### config.mk
export PLATFORM = sky130hd
export DESIGN_NAME = axis_bist_src
export DESIGN_NICKNAME = d
export VERILOG_FILES = /design/src/rtl/axis_bist_src.sv
export SDC_FILE = /design/constraint.sdc
export NUM_CORES = 1
export LEC_CHECK = 0
export CAP_MARGIN = 15
export CORE_MARGIN = 2
export CORE_UTILIZATION = 50
export CTS_CLUSTER_SIZE = 30
export DETAILED_ROUTE_END_ITERATION = 7
export PLACE_DENSITY = 0.76
export RECOVER_POWER = 50
export SYNTH_ARGS = -nofsm -noshare
export SYNTH_HDL_FRONTEND = slang
export SYNTH_SLANG_ARGS = --single-unit
export TNS_END_PERCENT = 5
### constraint.sdc
create_clock -name M_AXIS_ACLK -period 2.9 [get_ports M_AXIS_ACLK]
set_input_delay 0.58 -clock M_AXIS_ACLK [delete_from_list [all_inputs] [get_ports M_AXIS_ACLK]]
set_output_delay 0.58 -clock M_AXIS_ACLK [all_outputs]
set_load 0.01 [all_outputs]
### src/rtl/axis_bist_src.sv
// AXI4-Stream BIST source: NUM_OF_PACKETS packets of ramp/LFSR/impulse/constant samples.
// Optional inter-packet idle gap is compiled in with BIST_GAP_EN.
//
// state  | meaning
// IDLE   | waiting for START after reset
// RUN    | presenting beats, TVALID=1
// GAP    | idle cycles between packets (BIST_GAP_EN only)
// DONE   | run complete, DONE sticky until next START
module axis_bist_src #(
    parameter int DATA_WIDTH     = 16,
    parameter int NUM_OF_SAMPLES = 500,
    parameter int NUM_OF_PACKETS = 1,
    parameter int GAP_CYCLES     = 3
) (
    input  logic                  M_AXIS_ACLK,
    input  logic                  M_AXIS_ARESETN,
    input  logic                  START,
    input  logic [1:0]            MODE,
    input  logic [DATA_WIDTH-1:0] SEED,
    output logic                  BUSY,
    output logic                  DONE,
    input  logic                  M_AXIS_TREADY,
    output logic [DATA_WIDTH-1:0] M_AXIS_TDATA,
    output logic                  M_AXIS_TLAST,
    output logic                  M_AXIS_TVALID
);

    localparam int BW = $clog2(NUM_OF_SAMPLES + 1);
    localparam int PW = $clog2(NUM_OF_PACKETS + 1);
    localparam int LW = (DATA_WIDTH < 16) ? DATA_WIDTH : 16;
    localparam logic [BW-1:0] LAST_BEAT = BW'(NUM_OF_SAMPLES - 1);
    localparam logic [PW-1:0] LAST_PKT  = PW'(NUM_OF_PACKETS - 1);
    localparam logic [15:0]   LFSR_TAPS = 16'hB400;

    typedef enum logic [1:0] {
        S_IDLE = 2'd0,
        S_RUN  = 2'd1,
        S_DONE = 2'd2
`ifdef BIST_GAP_EN
        , S_GAP = 2'd3
`endif
    } state_t;

    state_t                r_state, w_next;
    logic [BW-1:0]         r_beat;
    logic [PW-1:0]         r_pkt;
    logic [1:0]            r_mode;
    logic [DATA_WIDTH-1:0] r_seed;
    logic [15:0]           r_lfsr;
    logic [DATA_WIDTH-1:0] r_tdata;
    logic [DATA_WIDTH-1:0] w_tdata_next;
    logic [DATA_WIDTH-1:0] w_tdata_first;
    logic [15:0]           w_seed16;
    logic [15:0]           w_lfsr_first;
    logic [15:0]           w_lfsr_next;
    logic                  w_start;
    logic                  w_fire;
    logic                  w_last;

    function automatic logic [15:0] to16(input logic [DATA_WIDTH-1:0] v);
        to16 = '0;
        for (int i = 0; i < LW; i++) to16[i] = v[i];
    endfunction

    function automatic logic [DATA_WIDTH-1:0] fit(input logic [15:0] v);
        fit = '0;
        for (int i = 0; i < LW; i++) fit[i] = v[i];
    endfunction

    assign M_AXIS_TVALID = (r_state == S_RUN);
    assign M_AXIS_TLAST  = M_AXIS_TVALID && w_last;
    assign M_AXIS_TDATA  = r_tdata;
    assign DONE          = (r_state == S_DONE);
`ifdef BIST_GAP_EN
    assign BUSY          = (r_state == S_RUN) || (r_state == S_GAP);
`else
    assign BUSY          = (r_state == S_RUN);
`endif

    assign w_start      = ((r_state == S_IDLE) || (r_state == S_DONE)) && START;
    assign w_fire       = M_AXIS_TVALID && M_AXIS_TREADY;
    assign w_last       = (r_beat == LAST_BEAT);
    assign w_seed16     = to16(SEED);
    assign w_lfsr_first = (w_seed16 == 16'h0000) ? 16'h0001 : w_seed16;
    assign w_lfsr_next  = {1'b0, r_lfsr[15:1]} ^ (r_lfsr[0] ? LFSR_TAPS : 16'h0000);
    assign w_tdata_first = (MODE == 2'd1) ? fit(w_lfsr_first) : SEED;

    // Data for the beat after the current transfer; impulse restarts each packet.
    always_comb begin
        w_tdata_next = r_tdata;
        case (r_mode)
            2'd0:    w_tdata_next = r_tdata + 1'b1;
            2'd1:    w_tdata_next = fit(w_lfsr_next);
            2'd2:    w_tdata_next = w_last ? r_seed : '0;
            default: w_tdata_next = r_seed;
        endcase
    end

`ifdef BIST_GAP_EN
    localparam int GW = (GAP_CYCLES > 0) ? $clog2(GAP_CYCLES + 1) : 1;
    logic [GW-1:0] r_gap;

    always_ff @(posedge M_AXIS_ACLK or negedge M_AXIS_ARESETN) begin
        if (!M_AXIS_ARESETN) begin
            r_gap <= '0;
        end else if (w_fire && w_last) begin
            r_gap <= GW'(GAP_CYCLES - 1);
        end else if ((r_state == S_GAP) && (r_gap != '0)) begin
            r_gap <= r_gap - 1'b1;
        end
    end
`endif

    always_comb begin
        w_next = r_state;
        case (r_state)
            S_IDLE, S_DONE: if (START) w_next = S_RUN;
            S_RUN: begin
                if (w_fire && w_last) begin
                    if (r_pkt == LAST_PKT) w_next = S_DONE;
`ifdef BIST_GAP_EN
                    else if (GAP_CYCLES > 0) w_next = S_GAP;
`endif
                end
            end
`ifdef BIST_GAP_EN
            S_GAP: if (r_gap == '0) w_next = S_RUN;
`endif
            default: w_next = S_IDLE;
        endcase
    end

    always_ff @(posedge M_AXIS_ACLK or negedge M_AXIS_ARESETN) begin
        if (!M_AXIS_ARESETN) begin
            r_state <= S_IDLE;
            r_beat  <= '0;
            r_pkt   <= '0;
            r_mode  <= 2'd0;
            r_seed  <= '0;
            r_lfsr  <= 16'h0000;
            r_tdata <= '0;
        end else begin
            r_state <= w_next;
            if (w_start) begin
                r_beat  <= '0;
                r_pkt   <= '0;
                r_mode  <= MODE;
                r_seed  <= SEED;
                r_lfsr  <= w_lfsr_first;
                r_tdata <= w_tdata_first;
            end else if (w_fire) begin
                r_beat  <= w_last ? '0 : r_beat + 1'b1;
                if (w_last) r_pkt <= r_pkt + 1'b1;
                r_lfsr  <= w_lfsr_next;
                r_tdata <= w_tdata_next;
            end
        end
    end

endmodule

-- After elaboration in Yosys (flattened, before gate mapping)
Cells that the tools add are included.
- register bits after elaboration: 62
- input port bits: 22
- add/subtract/negate cells: 3
- equality and inequality tests: 9
- multiplexer cells: 19
- bitwise operators: 1
- reduce and logical (&&, ||, !) cells: 13
- operators by type and width (operator ; number):
    $mux W16 ; 8
    $pmux W16 S3 ; 1
    $mux W9 ; 3
    $add A16 B1 Y16 const B ; 1
    $logic_not A16 Y1 ; 1
    $xor A15 B16 Y16 ; 1
    $add A9 B1 Y9 const B ; 1
    $eq A9 B9 Y1 const B ; 1
    $eq A2 B1 Y1 const B ; 3
    $mux W2 ; 3
    $eq A2 B2 Y1 const B ; 2
    $logic_and A1 B1 Y1 ; 4
    $logic_not A2 Y1 ; 2
    $ne A2 B2 Y1 const B ; 2
    $pmux W2 S2 ; 1
    $reduce_bool A2 Y1 ; 2
    $mux W1 ; 3
    $reduce_and A3 Y1 ; 1
    $ne A2 B1 Y1 const B ; 1
    $reduce_and A2 Y1 ; 1
    $reduce_or A2 Y1 ; 1
    $add A1 B1 Y1 const B ; 1
    $logic_or A1 B1 Y1 ; 1

-- Depth between registers and ports, before layout
Gate-level depths: netlist of run 1.
- word-level depth: 5
- mapped depth: 7
- gate-level depth less buffers: 6

-- Worst setup path before layout of run 1
OpenSTA, ideal clock, no wires.
- path type: reg-to-reg
- start: register r_beat[0]
- end: register r_tdata[15], in the netlist M_AXIS_TDATA[15]
- setup time: 0.094 ns
- arrival time: 1.705 ns
- slack: 1.102 ns
- stages on the path, launching flop included: 8
- path buffers: 1
- clock period less this slack: 1.798 ns
- cell sequence: dfrtp_1 ha_1 nand4_1 or4_1 buf_6 a21boi_4 a221oi_2 a221oi_2
- cells in the longest elaborated chain, start to end: 5
- RTL lines (element ; line ; text):
    start, declared ; 45 ; logic [BW-1:0] r_beat;
    start signal, assigned ; 152 ; r_beat <= w_last ? '0 : r_beat + 1'b1;
    $eq A9 B9 Y1 ; 82 ; assign w_last = (r_beat == LAST_BEAT);
    $mux W16 ; 94 ; 2'd2: w_tdata_next = w_last ? r_seed : '0;
    $pmux W16 S3 ; 91 ; case (r_mode)
    $mux W16 ; 151 ; end else if (w_fire) begin
    $mux W16 ; 144 ; if (w_start) begin
    end signal, assigned ; 150 ; r_tdata <= w_tdata_first;
    end signal, assigned ; 155 ; r_tdata <= w_tdata_next;
    end, declared ; 50 ; logic [DATA_WIDTH-1:0] r_tdata;
Every way passes these cells. The select of a mux whose other input is x is not followed.
A chain may end at the register's enable or synchronous reset.

-- Worst setup path after layout of run 1
- start: register r_beat[0]
- end: output port M_AXIS_TLAST
- cells in the longest elaborated chain, start to end: 2
- RTL lines (element ; line ; text):
    $eq A9 B9 Y1 ; 82 ;
    $logic_and A1 B1 Y1 ; 71 ; assign M_AXIS_TLAST = M_AXIS_TVALID && w_last;
    end, declared ; 24 ; output logic M_AXIS_TLAST,
Every way passes these cells.

==> impl_metrics.ini, run 1 <==
[detailed_routing]
ant_nets = 0
via_per_inst = 6.11
wl_per_cell_um = 17.5
via_count = 3287
dr.first_iter.drc_count = 328
drc = 0
routed_wirelength_mm = 9.42
dr.pass1.iters = 5

[yosys]
synth-edff-count = 0
synth_adder_area_share_pct = 0.727
synthFlopType = dfrtp_1
ys_types = 47
synth_area_sq_mm = 0.00344
synth.net_count = 440
synth.area.mux_share_pct = 2.62
yosys_warnings = 0
syn_inst = 416
synthArstFlopShare_pct = 100
synth.avg_cell_area_sq_um = 8.27
synth_seq_area_share_pct = 45.1
synth_compound_gate_area_share_pct = 19.2
synth-xor-area-share_pct = 4.07
synth_simple_gate_area_share_pct = 24.4
synth_seq_cells = 62
synth_top_family_by_area = simple AND/OR/NAND/NOR gates

[critical_path]
arrival_ns = 1.93
cp.required_ns = 2.32
worstPathMaxFanout = 5
cp-start-kind = flop
crit_slowest_cell = clkdlybuf4s50_1
slowest_delay_ns = 0.57
crit_type = flop to primary output
end_kind = primary output
crit_chain = ha_1 > nand4b_1 > nor3_1 > clkdlybuf4s50_1

[finish]
layout.nets = 477
final_cell_count_no_fill = 538
drive_gt1_share_pct = 6.33
antenna_cells = 0
syn2layout_area_growth_pct = 19.7

[clocking]
insertion_delay_ns = 0.34
clk_path_buf_depth = 2
cts_tree = done
cts.reportedPaths.clkPinSlew_ns = 0.07
post_cts_buffers = 0
cts_made_buffers = 9
cts_sinks = 62
cts_root_buf = clkbuf_8
htree_num_levels = 3
cts_hold_buf = 0
post_cts_resize_count = 0

[grt]
grt_max_degree = 37
grt.total_usage_pct = 26.0
gr-total-overflow = 0
grt_pass1_wl_mm = 15.2
antenna_found_initial = 0
grt_pass1_vias = 3056

[place]
dpl.hpwl_mm = 6.42
place_inst = 522
dpl_worst_slack_ns = 0.549
portBuffers = 41
place_congestion = 0.903

[timing]
maxSlewViolCount = 36
rsz0062_at_grt = no
slew_headroom_pct = -38.7
setup_viol = 0
skew_ns = 0.00535
worst_slack_ns = 0.395
fmax_mhz = 399
holdWs_ns = 0.476
tightest_slew_ns = 2.08
min_period_over_period_pct = 86.4
setup-tns-final_ns = 0
hold_viol_final = 0
min_period_ns = 2.51

[power]
p_leak_uw = 0.00176
vdd_drop_max_uv = 336
p_total_uw = 4080
power_density_mw_per_mm2 = 991

[floorplan]
io_pins = 42
die_x_um = 87.0
dieArea_sq_mm = 0.00756
core_sq_mm = 0.00672
num_rows = 30
die_h_um = 87.0
start_util_pct = 51.2

[outcome]
status = finished with violations
violations = capacitance limit, slew limit

[job]
cap_violations = 1

[min_path]
min_path_type = flop to flop
[Yosys cell counts, drive strengths merged, types with 6 or more instances]
| library cell | count | share of area [%] |
|---|---|---|
| a21oi | 23 | 3.3 |
| a31oi | 13 | 2.4 |
| buf | 13 | 2.0 |
| clkbuf | 12 | 1.3 |
| dfrtp | 62 | 45 |
| mux2i | 9 | 2.6 |
| nand2 | 99 | 11 |
| nand2b | 6 | 1.1 |
| nand3 | 14 | 2.0 |
| nor2 | 40 | 4.4 |
| nor3 | 6 | 0.87 |
| o21ai | 38 | 5.5 |
| o22ai | 7 | 1.3 |
| xnor2 | 10 | 2.5 |
| xor2 | 6 | 1.5 |
[power by group]
group	switching [uW]	internal, uW
Combinational	829	757
Sequential	478	1240
Clock	338	440
Total	1650	2430
[cell usage in the layout (no fill, tap or decap), types with 2 or more instances in the layout]
master / netlist / final
nand4_1: 4 / 4
dfrtp_1: 62 / 62
o22a_1: 4 / 4
a31oi_1: 13 / 13
nor3_1: 6 / 6
nand2_1: 99 / 99
o21ai_0: 38 / 38
buf_4: 2 / 9
nor4_1: 5 / 5
nand4b_1: 2 / 2
nand2b_1: 6 / 6
clkdlybuf4s50_1: 0 / 39
nor2b_1: 4 / 4
nor2_1: 40 / 40
o22ai_1: 7 / 7
xnor2_1: 10 / 10
mux2i_1: 9 / 9
o31ai_1: 4 / 4
xor2_1: 6 / 6
inv_1: 5 / 5
a211oi_1: 3 / 3
clkinv_2: 0 / 3
and3_1: 2 / 2
nand3_1: 14 / 14
a221oi_2: 2 / 2
o221ai_1: 2 / 2
ha_1: 2 / 2
and4_1: 3 / 3
a21oi_1: 23 / 23
clkbuf_1: 12 / 2
clkbuf_8: 0 / 11
[kinds of logic after synthesis]
family | Yosys count
DFF | 62
and+or+nand+nor | 191
muxes | 9
adders and majority gates | 2
AOI/OAI and AO/OA | 106
buffers and inverters | 30
xor gates and xnor gates | 16
[worst paths after layout]
path,start,endpoint,slack [ns],cells past startpoint
setup / recovery,r_beat[0],M_AXIS_TLAST,0.39,4
max in group asynchronous,M_AXIS_ARESETN,M_AXIS_TDATA[9],0.88,1
setup reg to reg,r_beat[0],M_AXIS_TDATA[15],0.66,6
hold reg to reg,r_seed[13],r_seed[13],0.48,2
min in group asynchronous,M_AXIS_ARESETN,r_state[1],0.83,1
hold / removal,r_seed[13],r_seed[13],0.48,2
[cell type report]
class | count | area (sq um)
clock buffer | 12 | 155
clock inverter | 4 | 45.0
fill | 563 | 2600
inverter | 5 | 18.8
multi-input combinational | 324 | 1760
sequential | 62 | 1550
tap | 80 | 100
timing repair buffer | 51 | 492
[through the flow]
step / utilization, % / cell area, sq um
2_1_floorplan: - / 3440
3_3_place_gp: 58.4 / 3920
3_5_place_dp: 58.4 / 3920
4_1_cts: 61.3 / 4120
5_1_grt: 61.3 / 4120
6_report: 61.3 / 4120
[worst max-delay path: cells and delay by family (launching register included)]
family	cells	cell delay [ns]
flip-flops	1	0.39
buffers and inverters	1	0.57
adder cells (fa/ha/maj)	1	0.26
AND/OR/NAND/NOR	2	0.36
[state kept, by name, summed over array words and instances (netlist names)]
name          count
M_AXIS_TDATA     16
r_beat            9
r_mode            2
r_pkt             1
r_state           2
r_lfsr           16
r_seed           16
[metal layers]
layer / vias up / routed length (um) / track usage (%)
met5: - / 0 / 0
met4: 0 / 234 / 12.4
met3: 21 / 728 / 4.93
met2: 148 / 4390 / 39.6
met1: 1582 / 4060 / 35.9
li1: 1536 / - / -
No activity file was read; power rests on OpenSTA's default activity.
==> inputs of run 2 (changes only) <==
--- a/constraint.sdc
+++ b/constraint.sdc
@@ -3,2 +3,2 @@
 set_output_delay 0.58 -clock M_AXIS_ACLK [all_outputs]
-set_load 0.01 [all_outputs]
+set_load 0.005 [all_outputs]
==> results of run 2 <==
The final DEF is identical to that of run 1. Status: finished with violations: capacitance limit, slew limit.
Among the figures that moved: setup slack after layout 0.395 ns -> 0.430 ns; total power 4080 uW -> 4030 uW
